### src/rtl/cpu_slave_sm_if.sv
// CPU-side bus bundle for cpu_slave_sm: 68030 strobes in, DSACK and chip strobes out.
interface cpu_slave_sm_if;
    logic       CS_;
    logic       AS_;
    logic       DS_;
    logic       R_W;
    logic [4:0] ADDR;
    logic       BGACK_I_;
    logic       DSACK_;
    logic       DSACK_OE;
    logic [4:0] REGSEL;
    logic       REG_RD;
    logic       REG_WR;
    logic       DATA_LE;
    logic       SCSI_CS_;
    logic       IOR_;
    logic       IOW_;
    logic       BUSY;

    modport slave (
        input  CS_, AS_, DS_, R_W, ADDR, BGACK_I_,
        output DSACK_, DSACK_OE, REGSEL, REG_RD, REG_WR, DATA_LE, SCSI_CS_, IOR_, IOW_, BUSY
    );

    modport master (
        output CS_, AS_, DS_, R_W, ADDR, BGACK_I_,
        input  DSACK_, DSACK_OE, REGSEL, REG_RD, REG_WR, DATA_LE, SCSI_CS_, IOR_, IOW_, BUSY
    );
endinterface

### src/rtl/cpu_slave_sm.sv
// Target-side 68030 bus responder for the SDMAC register file and WD33C93; DSACK_ at
// edge 3+REG_WAIT (registers) or 3+SCSI_SETUP+SCSI_PULSE (SCSI); the CPU stalls on DSACK_.
module cpu_slave_sm #(
    parameter int REG_WAIT   = 1,
    parameter int SCSI_SETUP = 1,
    parameter int SCSI_PULSE = 4
) (
    input  logic           CLK,
    input  logic           aRESET_,
    cpu_slave_sm_if.slave  bus
);
    typedef enum logic [2:0] {
        S_IDLE,
        S_REG,
        S_SCSI,
        S_ACK,
        S_REL
    } state_t;

    localparam logic [4:0] LP_REG_LOAD = 5'(REG_WAIT - 1);
    localparam logic [4:0] LP_SETUP    = 5'(SCSI_SETUP);
    localparam logic [4:0] LP_SCSI_END = 5'(SCSI_SETUP + SCSI_PULSE);

    state_t     r_state;
    logic [1:0] r_as_sync;
    logic [1:0] r_ds_sync;
    logic [1:0] r_cs_sync;
    logic [4:0] r_cnt;
    logic       r_rw;
    logic       r_armed;
    logic       r_dsack_n;
    logic       r_dsack_oe;
    logic [4:0] r_regsel;
    logic       r_reg_rd;
    logic       r_reg_wr;
    logic       r_data_le;
    logic       r_scsi_cs_n;
    logic       r_ior_n;
    logic       r_iow_n;
    logic       r_busy;

    logic       w_sas;
    logic       w_sds;
    logic       w_scs;
    logic       w_start;
    logic [4:0] w_cnt_inc;

    assign w_sas     = r_as_sync[1];
    assign w_sds     = r_ds_sync[1];
    assign w_scs     = r_cs_sync[1];
    // r_armed guarantees AS_ was seen negated before a new cycle is accepted
    assign w_start   = r_armed & ~w_sas & ~w_sds & ~w_scs & bus.BGACK_I_;
    assign w_cnt_inc = r_cnt + 5'd1;

    always_ff @(posedge CLK or negedge aRESET_) begin
        if (!aRESET_) begin
            r_as_sync   <= 2'b11;
            r_ds_sync   <= 2'b11;
            r_cs_sync   <= 2'b11;
            r_state     <= S_IDLE;
            r_cnt       <= '0;
            r_rw        <= 1'b1;
            r_armed     <= 1'b0;
            r_dsack_n   <= 1'b1;
            r_dsack_oe  <= 1'b0;
            r_regsel    <= '0;
            r_reg_rd    <= 1'b0;
            r_reg_wr    <= 1'b0;
            r_data_le   <= 1'b0;
            r_scsi_cs_n <= 1'b1;
            r_ior_n     <= 1'b1;
            r_iow_n     <= 1'b1;
            r_busy      <= 1'b0;
        end else begin
            r_as_sync <= {r_as_sync[0], bus.AS_};
            r_ds_sync <= {r_ds_sync[0], bus.DS_};
            r_cs_sync <= {r_cs_sync[0], bus.CS_};
            r_reg_wr  <= 1'b0;
            r_data_le <= 1'b0;
            if (w_sas) r_armed <= 1'b1;

            case (r_state)
                S_IDLE: begin
                    if (w_start) begin
                        r_armed  <= 1'b0;
                        r_busy   <= 1'b1;
                        r_regsel <= bus.ADDR;
                        r_rw     <= bus.R_W;
                        if (bus.ADDR[4]) begin
                            r_state     <= S_SCSI;
                            r_cnt       <= '0;
                            r_scsi_cs_n <= 1'b0;
                            r_ior_n     <= !(bus.R_W && (LP_SETUP == 5'd0));
                            r_iow_n     <= !(!bus.R_W && (LP_SETUP == 5'd0));
                        end else begin
                            r_state   <= S_REG;
                            r_cnt     <= LP_REG_LOAD;
                            r_reg_rd  <= bus.R_W;
                            r_data_le <= !bus.R_W;
                            r_reg_wr  <= !bus.R_W && (LP_REG_LOAD == 5'd0);
                        end
                    end
                end
                S_REG: begin
                    if (w_sas) begin
                        r_state    <= S_REL;
                        r_reg_rd   <= 1'b0;
                        r_dsack_oe <= 1'b1;
                    end else if (r_cnt == 5'd0) begin
                        r_state    <= S_ACK;
                        r_dsack_n  <= 1'b0;
                        r_dsack_oe <= 1'b1;
                    end else begin
                        r_cnt    <= r_cnt - 5'd1;
                        r_reg_wr <= !r_rw && (r_cnt == 5'd1);
                    end
                end
                S_SCSI: begin
                    // abort wins over pulse completion so no DSACK_ is ever issued
                    if (w_sas) begin
                        r_state     <= S_REL;
                        r_scsi_cs_n <= 1'b1;
                        r_ior_n     <= 1'b1;
                        r_iow_n     <= 1'b1;
                        r_dsack_oe  <= 1'b1;
                    end else if (w_cnt_inc == LP_SCSI_END) begin
                        r_state    <= S_ACK;
                        r_ior_n    <= 1'b1;
                        r_iow_n    <= 1'b1;
                        r_dsack_n  <= 1'b0;
                        r_dsack_oe <= 1'b1;
                    end else begin
                        r_cnt   <= w_cnt_inc;
                        r_ior_n <= !(r_rw && (w_cnt_inc >= LP_SETUP));
                        r_iow_n <= !(!r_rw && (w_cnt_inc >= LP_SETUP));
                    end
                end
                S_ACK: begin
                    if (w_sas) begin
                        r_state     <= S_REL;
                        r_dsack_n   <= 1'b1;
                        r_reg_rd    <= 1'b0;
                        r_scsi_cs_n <= 1'b1;
                    end
                end
                S_REL: begin
                    r_state    <= S_IDLE;
                    r_dsack_oe <= 1'b0;
                    r_busy     <= 1'b0;
                end
                default: begin
                    r_state    <= S_IDLE;
                    r_dsack_n  <= 1'b1;
                    r_dsack_oe <= 1'b0;
                    r_busy     <= 1'b0;
                end
            endcase
        end
    end

    assign bus.DSACK_   = r_dsack_n;
    assign bus.DSACK_OE = r_dsack_oe;
    assign bus.REGSEL   = r_regsel;
    assign bus.REG_RD   = r_reg_rd;
    assign bus.REG_WR   = r_reg_wr;
    assign bus.DATA_LE  = r_data_le;
    assign bus.SCSI_CS_ = r_scsi_cs_n;
    assign bus.IOR_     = r_ior_n;
    assign bus.IOW_     = r_iow_n;
    assign bus.BUSY     = r_busy;
endmodule

### src/flat_wrapper.sv
// flat-port wrapper written by rule: the top's interface ports become plain ports
module cpu_slave_sm_flat 
#(
    parameter int REG_WAIT   = 1,
    parameter int SCSI_SETUP = 1,
    parameter int SCSI_PULSE = 4
)
  (CLK, aRESET_, bus_CS_, bus_AS_, bus_DS_, bus_R_W, bus_ADDR, bus_BGACK_I_, bus_DSACK_, bus_DSACK_OE, bus_REGSEL, bus_REG_RD, bus_REG_WR, bus_DATA_LE, bus_SCSI_CS_, bus_IOR_, bus_IOW_, bus_BUSY);
  cpu_slave_sm_if bus_i ();
  input  logic CLK;
  input  logic aRESET_;
  input wire logic [$bits(bus_i.CS_)-1:0] bus_CS_;
  input wire logic [$bits(bus_i.AS_)-1:0] bus_AS_;
  input wire logic [$bits(bus_i.DS_)-1:0] bus_DS_;
  input wire logic [$bits(bus_i.R_W)-1:0] bus_R_W;
  input wire logic [$bits(bus_i.ADDR)-1:0] bus_ADDR;
  input wire logic [$bits(bus_i.BGACK_I_)-1:0] bus_BGACK_I_;
  output wire logic [$bits(bus_i.DSACK_)-1:0] bus_DSACK_;
  output wire logic [$bits(bus_i.DSACK_OE)-1:0] bus_DSACK_OE;
  output wire logic [$bits(bus_i.REGSEL)-1:0] bus_REGSEL;
  output wire logic [$bits(bus_i.REG_RD)-1:0] bus_REG_RD;
  output wire logic [$bits(bus_i.REG_WR)-1:0] bus_REG_WR;
  output wire logic [$bits(bus_i.DATA_LE)-1:0] bus_DATA_LE;
  output wire logic [$bits(bus_i.SCSI_CS_)-1:0] bus_SCSI_CS_;
  output wire logic [$bits(bus_i.IOR_)-1:0] bus_IOR_;
  output wire logic [$bits(bus_i.IOW_)-1:0] bus_IOW_;
  output wire logic [$bits(bus_i.BUSY)-1:0] bus_BUSY;
  assign bus_i.CS_ = bus_CS_;
  assign bus_i.AS_ = bus_AS_;
  assign bus_i.DS_ = bus_DS_;
  assign bus_i.R_W = bus_R_W;
  assign bus_i.ADDR = bus_ADDR;
  assign bus_i.BGACK_I_ = bus_BGACK_I_;
  assign bus_DSACK_ = bus_i.DSACK_;
  assign bus_DSACK_OE = bus_i.DSACK_OE;
  assign bus_REGSEL = bus_i.REGSEL;
  assign bus_REG_RD = bus_i.REG_RD;
  assign bus_REG_WR = bus_i.REG_WR;
  assign bus_DATA_LE = bus_i.DATA_LE;
  assign bus_SCSI_CS_ = bus_i.SCSI_CS_;
  assign bus_IOR_ = bus_i.IOR_;
  assign bus_IOW_ = bus_i.IOW_;
  assign bus_BUSY = bus_i.BUSY;
  cpu_slave_sm #(.REG_WAIT(REG_WAIT), .SCSI_SETUP(SCSI_SETUP), .SCSI_PULSE(SCSI_PULSE)) u_core (.CLK(CLK), .aRESET_(aRESET_), .bus(bus_i));
endmodule
### config.mk
export PLATFORM = sky130hd
export DESIGN_NAME = cpu_slave_sm_flat
export DESIGN_NICKNAME = d
export VERILOG_FILES = /design/src/rtl/cpu_slave_sm_if.sv /design/src/rtl/cpu_slave_sm.sv /design/src/flat_wrapper.sv
export SDC_FILE = /design/constraint.sdc
export NUM_CORES = 1
export LEC_CHECK = 0
export CORE_ASPECT_RATIO = 0.75
export CORE_MARGIN = 2
export CORE_UTILIZATION = 53
export CTS_CLUSTER_DIAMETER = 40
export CTS_CLUSTER_SIZE = 8
export DETAILED_ROUTE_END_ITERATION = 6
export GPL_TIMING_DRIVEN = 0
export MAX_ROUTING_LAYER = met4
export PLACE_DENSITY = 0.78
export SKIP_LAST_GASP = 1
export SYNTH_ARGS = -nofsm -noshare
export SYNTH_HDL_FRONTEND = slang
export SYNTH_SLANG_ARGS = --single-unit
### constraint.sdc
create_clock -name CLK -period 2.45 [get_ports CLK]
set_input_delay 0.3675 -clock CLK [delete_from_list [all_inputs] [get_ports CLK]]
set_output_delay 0.3675 -clock CLK [all_outputs]
set_load 0.02 [all_outputs]
==> flow_summary_export.csv <==
group,metric,value,unit
status,outcome,"finished, final reports clean",
sta,hold_violations,0,
sta,grt_setup_unrepaired,"false",
critical_path,end_kind,"flop",
critical_path,path_cells,"ha_1 > buf_2 > xor2_1 > a2bb2oi_2 > nor2_1 > a21boi_4 > mux2_4",
logic_synthesis,synth_compound_area_frac,0.189,
grt,antenna_found_initial,0,
floorplan,rows,17,
logic_synthesis,synth-async-reset-ratio,1.00,
pwr,power.total,2.42,mW
routing,vias,1347,
clock_tree,ctsResizeCount,0,
pwr,p_per_area,1200,nW/um2
sta,max_freq,465,MHz
routing,drt-total-wl,3540,um
routing,drc,0,
logic_synthesis,yosys_warnings,0,
sta,max-slew-margin-rel,0.583,
clock_tree,cts_buffers,5,
critical_path,cp_top_family,"flip-flops",
grt,gr-total-overflow,0,
pwr,max-vdd-ir-drop,0.000552,V
sta,setup_viol,0,
floorplan,initial_utilization,0.558,
layout,diodes,0,
clock_tree,post-cts-setup-buffer-count,0,
logic_synthesis,synth_top_family_by_area,"simple AND/OR/NAND/NOR gates",
clock_tree,path_clk_slew,0.06,ns
layout,final_cell_mix,"24 x clkdlybuf4s50_1, 19 x dfrtp_1, 14 x o21ai_0",
flow_run,drv_cap,0,
critical_path,critPathBufInv,1,
routing,met1Wirelength,1680,um
layout,multi_input_area,783,um2
clock_tree,clk_latency,0.29,ns
routing,first_pass_iters,4,
grt,grt_pass1_vias,1205,
floorplan,die_y,52.1,um
logic_synthesis,synthFlopType,"dfrtp_1",
critical_path,cp.required,2.62,ns
layout,area_delta_synth_final,23.5,%
floorplan,die_w,68.2,um
layout,fill_cells,215,
logic_synthesis,synth_edf_count,0,
logic_synthesis,avgSynthCellArea,9.99,um2
routing,drt_iter0_markers,119,
placement,hpwl,2580,um
layout,final_common_cell,"clkdlybuf4s50_1",
critical_path,setup.worst_path.class,"reg -> reg",
routing,dr.max_layer_used,"met4",
floorplan,dieArea,3560,um2
clock_tree,cts_tree,"done",
logic_synthesis,synth-simple-area-share,0.192,
routing,wl_per_cell,15.1,um
routing,viasPerCell,5.73,
sta,fin_skew,0.00614,ns
sta,worstMarginPinSlew,0.625,ns
critical_path,cp_max_fo,9,
logic_synthesis,synth_nets,180,
sta,fin_crit,2.15,ns
sta,finalCritPeriodShare,0.878,
pwr,p_leak,0.837,nW
grt,track_usage,0.228,
grt,grt_pass1_wl,5590,um
floorplan,coreArea,2940,um2
placement,place_congestion,0.945,
sta,fin_setup_tns,0,ns
routing,wl_met2,1590,um
clock_tree,clock_sinks,30,
clock_tree,clock_path_buffers,2,
clock_tree,cts-root-buf,"clkbuf_8",
clock_tree,htreeDepth,2,
logic_synthesis,synthesis.area,1640,um2
grt,grt_max_degree,31,
layout,fin_nets,212,
logic_synthesis,yosysUniqueCellTypes,46,
critical_path,crit_arrival,2.32,ns
layout,drive_gt1_frac,0.183,
sta,slew_viol_final,0,
logic_synthesis,synth-seq-cells,30,
critical_path,cpPeakStageDelay,0.52,ns
logic_synthesis,synthMuxAreaShare,0.0558,
critical_path,critPathSlowestCell,"dfrtp_1",
routing,drtAntennaViolNets,0,
placement,port_buffers,25,
logic_synthesis,yosys.area_share.xor_xnor,0.0107,
floorplan,num_io_pins,26,
logic_synthesis,synthAdderAreaFrac,0.0306,
worst_hold_path,hp-class,"in -> async",
critical_path,setup.worst_path.start_class,"flop",
clock_tree,ctsHoldBuffers,0,
logic_synthesis,ys_seq_area_frac,0.467,
layout,seq_area,764,um2
logic_synthesis,netlist_instances,164,
routing,dr_wl_met3,233,um
-- worst paths after layout --
kind | end | start | depth (start not counted) | slack, ns
setup / recovery | u_core.r_cnt[0]$_DFFE_PN0P_ | u_core.r_cnt[0]$_DFFE_PN0P_ | 7 | 0.30
hold / removal | u_core.bus.REGSEL[3]$_DFFE_PN0P_ | aRESET_ | 1 | 0.09
setup reg to reg | u_core.r_cnt[0]$_DFFE_PN0P_ | u_core.r_cnt[0]$_DFFE_PN0P_ | 7 | 0.30
hold reg to reg | u_core.r_as_sync[1]$_DFF_PN1_ | u_core.r_as_sync[0]$_DFF_PN1_ | 0 | 0.36
max in group asynchronous | u_core.r_cnt[2]$_DFFE_PN0P_ | aRESET_ | 1 | 1.94
min in group CLK | u_core.r_as_sync[1]$_DFF_PN1_ | u_core.r_as_sync[0]$_DFF_PN1_ | 0 | 0.36
-- state kept, by name, summed over array words and instances, names as in the netlist, 2 cells and up --
register	flops
u_core.r_state	3
u_core.r_cnt	5
u_core.r_as_sync	2
u_core.r_cs_sync	2
u_core.bus.REGSEL	5
u_core.r_ds_sync	2
-- synth_stat cells (2+ instances only) --
cell      number  share of area
dfstp_2       11           0.18
clkbuf_1       5          0.011
a21oi_1       11          0.034
or2_2          2         0.0076
o31ai_1        2         0.0092
nand3_1        5          0.015
inv_1          7          0.016
a31oi_1        3          0.011
o22a_1         3          0.016
mux2_4         4          0.037
o211ai_1       2         0.0092
nor2_1        10          0.023
o21ai_0       14          0.043
nor3_1         5          0.015
o21ai_1        2         0.0061
nand4_1        3          0.011
ha_1           4          0.031
nand2_1       11          0.025
buf_2          3         0.0092
mux2i_1        2          0.012
o21a_1         2         0.0092
dfrtp_1       19           0.29
or3_1          3          0.011
buf_6          2          0.014
nor3b_1        2         0.0092
nand2b_1       7          0.027
-- logic make-up after synthesis --
group,Yosys count
muxes,7
AOI/OAI and AO/OA,47
buffers and inverters,18
and+or+nand+nor,56
xor gates and xnor gates,2
adders and majority gates,4
DFF,30
-- area by class of cell --
cell class                 count  area share
multi-input combinational    116       0.387
sequential                    30       0.378
timing repair buffer          25       0.121
clock buffer                   7      0.0427
buffer                        11      0.0316
tap                           38      0.0235
inverter                       7      0.0130
clock inverter                 1     0.00248
-- power breakdown --
| part | switching (mW) | total, mW | internal [mW] |
|---|---|---|---|
| clock | 0.175 | 0.401 | 0.226 |
| combinational | 0.658 | 1.21 | 0.555 |
| sequential | 0.125 | 0.810 | 0.685 |
-- stage by stage --
stage          area, um2  std cells  utilization  worst slack [ns]  hold slack (ns)
6_report            2020        235        0.689             0.298           0.0933
5_1_grt             2020        235        0.689             0.165            0.139
4_1_cts             2030        235        0.691             0.308            0.358
3_5_place_dp        1940        227        0.659             0.257            0.347
3_3_place_gp        1940        227        0.659             0.269            0.346
2_1_floorplan       1640        164            -             0.558           0.0719
-- metal layers --
metal	vias up	global-route usage
li1	658	-
met1	643	0.303
met2	41	0.335
met3	5	0.0606
met4	0	0.0867
met5	-	-
No activity file was read; power rests on OpenSTA's default activity.
